**config.mk**
```make
export PLATFORM = sky130hd
export DESIGN_NAME = sys_input_conditioner
export DESIGN_NICKNAME = d
export VERILOG_FILES = /design/src/rtl/sys_input_conditioner.sv
export SDC_FILE = /design/constraint.sdc
export NUM_CORES = 1
export LEC_CHECK = 0
export CAP_MARGIN = 40
export CORE_MARGIN = 3
export CORE_UTILIZATION = 49
export CTS_CLUSTER_DIAMETER = 60
export DETAILED_ROUTE_END_ITERATION = 7
export GPL_TIMING_DRIVEN = 0
export PLACE_DENSITY = 0.8
export SYNTH_ARGS = -nofsm -noshare
export SYNTH_HDL_FRONTEND = slang
export SYNTH_SLANG_ARGS = --single-unit
export TNS_END_PERCENT = 5
```
**constraint.sdc**
```tcl
create_clock -name clk27 -period 1.7 [get_ports clk27]
set_clock_uncertainty 0.05 [all_clocks]
set_input_delay 0.255 -clock clk27 [delete_from_list [all_inputs] [get_ports clk27]]
set_output_delay 0.255 -clock clk27 [all_outputs]
set_load 0.005 [all_outputs]
```
**src/rtl/sys_input_conditioner.sv**
```systemverilog
// Slow asynchronous input conditioner: per channel two-flop synchroniser, debouncer,
// edge pulses, sticky clearable event flag and LED pulse stretcher.
// Stretcher logic is compiled in only when SYS_INPUT_CONDITIONER_STRETCH_EN is defined.
module sys_input_conditioner #(
    parameter int                NUM_CH    = 4,
    parameter int                DEB_LEN   = 16,
    parameter logic [NUM_CH-1:0] RESET_VAL = {NUM_CH{1'b1}},
    parameter int                STRETCH_W = 24
) (
    input  logic              clk27,
    input  logic              reset,
    input  logic [NUM_CH-1:0] async_i,
    input  logic [NUM_CH-1:0] event_clr_i,
    output logic [NUM_CH-1:0] sync_o,
    output logic [NUM_CH-1:0] level_o,
    output logic [NUM_CH-1:0] rise_o,
    output logic [NUM_CH-1:0] fall_o,
    output logic [NUM_CH-1:0] event_o,
    output logic [NUM_CH-1:0] stretch_o
);

    localparam int              CNT_W    = $clog2(DEB_LEN + 1);
    localparam logic [CNT_W-1:0] CNT_LAST = CNT_W'(DEB_LEN - 1);

    logic [NUM_CH-1:0] s1_q, s2_q;
    logic [NUM_CH-1:0] level_q, level_d;
    logic [NUM_CH-1:0] rise_q, rise_d;
    logic [NUM_CH-1:0] fall_q, fall_d;
    logic [NUM_CH-1:0] event_q, event_d;
    logic [NUM_CH-1:0] update;

    // The level only updates on a mismatch, so toggling equals taking the synced value.
    assign level_d = level_q ^ update;
    assign rise_d  = update & s2_q;
    assign fall_d  = update & ~s2_q;
    assign event_d = (event_q & ~event_clr_i) | update;

    always_ff @(posedge clk27) begin
        if (reset) begin
            s1_q    <= RESET_VAL;
            s2_q    <= RESET_VAL;
            level_q <= RESET_VAL;
            rise_q  <= '0;
            fall_q  <= '0;
            event_q <= '0;
        end else begin
            s1_q    <= async_i;
            s2_q    <= s1_q;
            level_q <= level_d;
            rise_q  <= rise_d;
            fall_q  <= fall_d;
            event_q <= event_d;
        end
    end

    genvar gi;
    generate
        for (gi = 0; gi < NUM_CH; gi++) begin : g_ch
            logic [CNT_W-1:0] cnt_q, cnt_d;
            logic             mismatch;

            assign mismatch   = s2_q[gi] ^ level_q[gi];
            assign update[gi] = mismatch && (cnt_q == CNT_LAST);
            // Any sample agreeing with the current level restarts the count.
            assign cnt_d      = (mismatch && !update[gi]) ? cnt_q + 1'b1 : '0;

            always_ff @(posedge clk27) begin
                if (reset) begin
                    cnt_q <= '0;
                end else begin
                    cnt_q <= cnt_d;
                end
            end

`ifdef SYS_INPUT_CONDITIONER_STRETCH_EN
            logic [STRETCH_W-1:0] scnt_q, scnt_d;

            // Retrigger simply reloads; the counter saturates at zero.
            always_comb begin
                scnt_d = scnt_q;
                if (rise_d[gi]) begin
                    scnt_d = '1;
                end else if (scnt_q != '0) begin
                    scnt_d = scnt_q - 1'b1;
                end
            end

            always_ff @(posedge clk27) begin
                if (reset) begin
                    scnt_q <= '0;
                end else begin
                    scnt_q <= scnt_d;
                end
            end

            assign stretch_o[gi] = (scnt_q != '0);
`else
            assign stretch_o[gi] = 1'b0;
`endif
        end
    endgenerate

    assign sync_o  = s2_q;
    assign level_o = level_q;
    assign rise_o  = rise_q;
    assign fall_o  = fall_q;
    assign event_o = event_q;

endmodule

```
* After elaboration in Yosys (flattened, before gate mapping)
Index checks and enable logic that the tools add are counted.
Cells by class: add/subtract/negate cells 4, $mul 0, div/mod/pow operators 0, $lt $le $gt $ge 0, equality and inequality tests 4, shift-type cells 0, mux-type cells 0, bitwise logic cells 15, reductions and logical operators 16
Operators by type and width (count):
- $add 5x1->5 const B | 4
- $eq 5x4->1 const B | 4
- $and 4x4->4 | 3
- $logic_and 1x1->1 | 8
- $not 4->4 | 2
- $reduce_or 2->1 | 4
- $logic_not 1->1 | 4
- $not 1->1 | 4
- $or 4x4->4 | 1
- $xor 1x1->1 | 4
- $xor 4x4->4 | 1
Word-level totals: bits in registers 44, bits in latches 0, bits in writable memories 0, bits in read-only memories 0, input bits 10, output and inout port bits 24, logic and storage cells 49, memories kept 0

* Longest topological paths before layout
Gate-level depths: netlist of run 1.
depth after elaboration 6, depth in mapped cells 5, mapped depth without buffers 5

* Worst setup path before layout of run 1
OpenSTA, ideal clock, no wires.
path type reg-to-reg, start reg g_ch[0].cnt_q[0], end reg g_ch[0].cnt_q[2], setup time 0.064 ns, arrival time 1.389 ns, data required time 1.586 ns, path slack 0.197 ns, stages on the path, launching flop included 6, buffers on the path 0, period minus slack after synthesis 1.503 ns, cell sequence dfxtp_1 > ha_1 > and3_1 > ha_1 > or3_4 > nor2_1
On the way: cells in the longest elaborated chain, start to end 6, elaborated cells between the ends (all ways) 7, those cells by class add/sub: 1; eq/ne: 1; bitwise: 1; reduce/logical: 4
Ends and longest elaborated chain:
- from (decl) | line 59 | logic [CNT_W-1:0] cnt_q, cnt_d;
- from (signal assigned) | line 71 | cnt_q <= cnt_d;
- $eq 5x4->1 | line 63 | assign update[gi] = mismatch && (cnt_q == CNT_LAST);
- $logic_and 1x1->1 | line 63
- $logic_not 1->1 | line 65 | assign cnt_d = (mismatch && !update[gi]) ? cnt_q + 1'b1 : '0;
- $logic_and 1x1->1 | line 65
- $not 1->1 (no source line)
- $reduce_or 2->1 (no source line)
Parallel ways exist; a longest one is shown, timed or not. A chain may end at the register's enable or synchronous reset.

* Final worst setup path of run 1
start reg g_ch[0].cnt_q[0], end reg g_ch[0].cnt_q[3]
The elaborated chain is that of the path after synthesis.

==> results by group, run 1 <==
Drt
  • Via density: 4.76
  • DR WL/cell: around 11 µm
  • Total number of vias: 1091
  • Drt total wl: 2620 µm
  • 1st-pass router iterations: 4
  • Drt first-iter violations: 45
  • ANT nets after route: 0
  • Drt drc: 0

Critical path
  • Worst-path fanout max: 5
  • R2R depth: 5
  • CP Capture Type: flop
  • Worst path arrival time: 1850 ps
  • Reg2Reg Launch Point: g_ch[0].cnt_q[0]
  • Reg-to-Reg End: g_ch[0].cnt_q[3]
  • Worst endpoint required time: 1930 ps
  • Crit path kind: flop to flop
  • Worst reg-to-reg setup slack: 80 ps
  • Worst setup SP type: flop

Clock tree
  • TritonCTS clock tree: done
  • TritonCTS Buffers: 5
  • Deepest clock path buffer count: 2
  • CTS sink cnt: 44
  • Clk slew on worst S/H paths: about 120 ps
  • CTS Hold Bufs: 0
  • Clock Latency Late Sink: 340 ps
  • CTS H-tree lvls: 2
  • Root buffer cell: clkbuf_4

Timing
  • Max Slew Vio Count: 0
  • RSZ-0062 raised after global routing: no
  • Max Clk Rate: 617 MHz
  • Final setup viols: 0
  • Tmin final: between 1500 and 2000 ps
  • Setup_tns: 0 ps
  • Fin crit share: 0.953
  • Final Hold Viols: 0

Global route
  • Initial antenna violation count: 0
  • All-layer global routing usage: 0.142
  • Largest net degree at the start of global routing: 13
  • First-pass GRT wire length: 4450 µm
  • Vias in the first global route: ~1.1k
  • Grt ovf: 0

Logic synthesis
  • Syn_area_per_cell: 10.7 µm²
  • Synthesized area: about 0.0016 mm²
  • Seq/Total Area, Yosys: 0.560
  • Warnings, synthesis: 0
  • Top-area cell type share of the netlist area: 0.560
  • Seq cells post-synth: 44
  • Most frequent cell after synthesis: dfxtp_1
  • Leading area contributor after synthesis: dfxtp_1
  • Number of synthesized flops with an enable pin: 0
  • Top post-synthesis cells by count: dfxtp_1, nor2_1, inv_1
  • Main synth FF type: dfxtp_1
  • Async SR Flop Fraction: 0
  • Synth unique cells: 18
  • Mapped Cells: 147
  • Synth top area cells: dfxtp_1, ha_1, nor2_1, xnor2_1, nor3b_1

Cells and area
  • Ant. Diodes: 0
  • Share of layout cells above drive strength 1: 0.155
  • Area Overhead vs Synth: 26.7%
  • Final layout net count: 204

Hold path
  • Worst hold path depth: 1
  • Hold wc startpoint: s1_q[0]
  • Min-delay worst type: flop to flop
  • Hold path endpoint: sync_o[0]

Floorplan
  • DIE WIDTH: 62.7 µm
  • Die area: 0.00393 mm²
  • # rows: 19
  • Initial Utilization: 0.542
  • Ports: 34
  • Die Ht: 62.7 µm
  • Total core area: 0.00290 mm²

Placed design
  • Hpwl dp: 1990 µm
  • I/O Buffers: 29
  • Placer Congestion: 0.694

Pwr
  • Power Total: about 1.6 mW
  • Power Density: 815 mW/mm²
  • Leak: 0.744 nW
  • Worst VDD drop: 0.604 mV

Job
  • Max cap viols: 0

Run status
  • Outcome: complete, no violations
worst max-delay path: stages (launching register included):
cell and delay (ps):
dfxtp_1 340, ha_1 220, and3_1 190, ha_1 220, or3_4 420, nor2_1 120
per-layer routing:
| metal | GRT usage | share of wire | vias to the layer above | routed length (µm) |
|---|---|---|---|---|
| met5 | 0 | 0 | - | 0 |
| met4 | 0.0579 | 0.0072 | 0 | 19 |
| met3 | 0.0324 | 0.042 | 3 | 111 |
| met2 | 0.264 | 0.53 | 25 | 1390 |
| met1 | 0.153 | 0.42 | 512 | 1110 |
| li1 | - | - | 551 | - |
through the flow:
step	cells	cell area [µm²]	hold WS [ps]	util	setup WS, ps
after floorplan	150	1580	309	-	197
after global placement	221	1930	343	0.664	-57.7
after detailed placement	221	1930	344	0.664	-82.8
after CTS	229	1990	376	0.685	35.3
after global routing	229	1990	388	0.687	2.90
final	229	1990	375	0.687	79.8
power breakdown:
group	switching [mW]	total (mW)	internal [mW]
Sequential	0.00842	1.05	1.04
Clock	0.296	0.501	0.205
Combinational	0.0260	0.0717	0.0456
Total	0.330	1.62	1.29
layout make-up:
| type | count | area, µm² |
|---|---|---|
| clock buffer | 8 | 58.8 |
| fill | 255 | 908 |
| sequential | 44 | 882 |
| tap | 42 | 52.6 |
| multi-input combinational | 88 | 626 |
| timing repair buffer | 29 | 290 |
| buffer | 6 | 37.5 |
| inverter | 12 | 45.0 |
how the worst max path moves through the flow:
stage	start	end	slack, ps	cells past startpoint
2_1_floorplan	g_ch[0].cnt_q[0]	g_ch[0].cnt_q[2]	200	5
4_1_cts	g_ch[3].cnt_q[0]	g_ch[3].cnt_q[3]	40	5
6_report	g_ch[0].cnt_q[0]	g_ch[0].cnt_q[3]	80	5
3_5_place_dp	reset	event_o[0]	-80	4
3_3_place_gp	reset	event_o[0]	-60	4
5_1_grt	g_ch[0].cnt_q[0]	g_ch[0].cnt_q[3]	3	5
cell families after synthesis:
| kind of cell | after synthesis | share of synthesized area |
|---|---|---|
| simple gates | 56 | 0.207 |
| compound gates | 8 | 0.0477 |
| fa+ha+maj | 8 | 0.0636 |
| buf+inv | 18 | 0.0525 |
| other cells | 1 | 0.00238 |
| flops | 44 | 0.560 |
| xor+xnor | 12 | 0.0668 |
sequential cells by signal (all words and copies together), names as in the netlist, named ones only:
signal and flops:
event_o 4, rise_o 4, sync_o 4, g_ch.cnt_q 20
s1_q 4, fall_o 4
repair_timing:
| action | 4_1_cts | 5_1_grt |
|---|---|---|
| endpoints found under the hold margin | 0 | 0 |
| setup endpoints to repair | 0 | 6 |
| setup buffers | 0 | 0 |
| resized for setup | 0 | 3 |
cells in the final DEF (no fill, tap or decap), types with 2 or more instances in the layout:
cell type,n
nand2b_1,4
clkdlybuf4s50_1,29
conb_1,4
ha_2,2
xnor2_1,8
dfxtp_1,43
nor3b_1,8
clkbuf_4,5
inv_1,12
o32ai_1,4
nor2b_1,4
or2_2,8
xor2_1,4
buf_4,4
nand3_1,4
and3_1,4
clkbuf_1,4
a211o_2,4
ha_1,6
or3_4,4
nor2_1,20
Power figures use the tool's default switching activity.
==> run 2: changes to the inputs <==
Settings changed: SLEW_MARGIN from default to 20.
==> results of run 2 <==
Same layout as run 1: the final DEF is identical, and so are final timing and power.
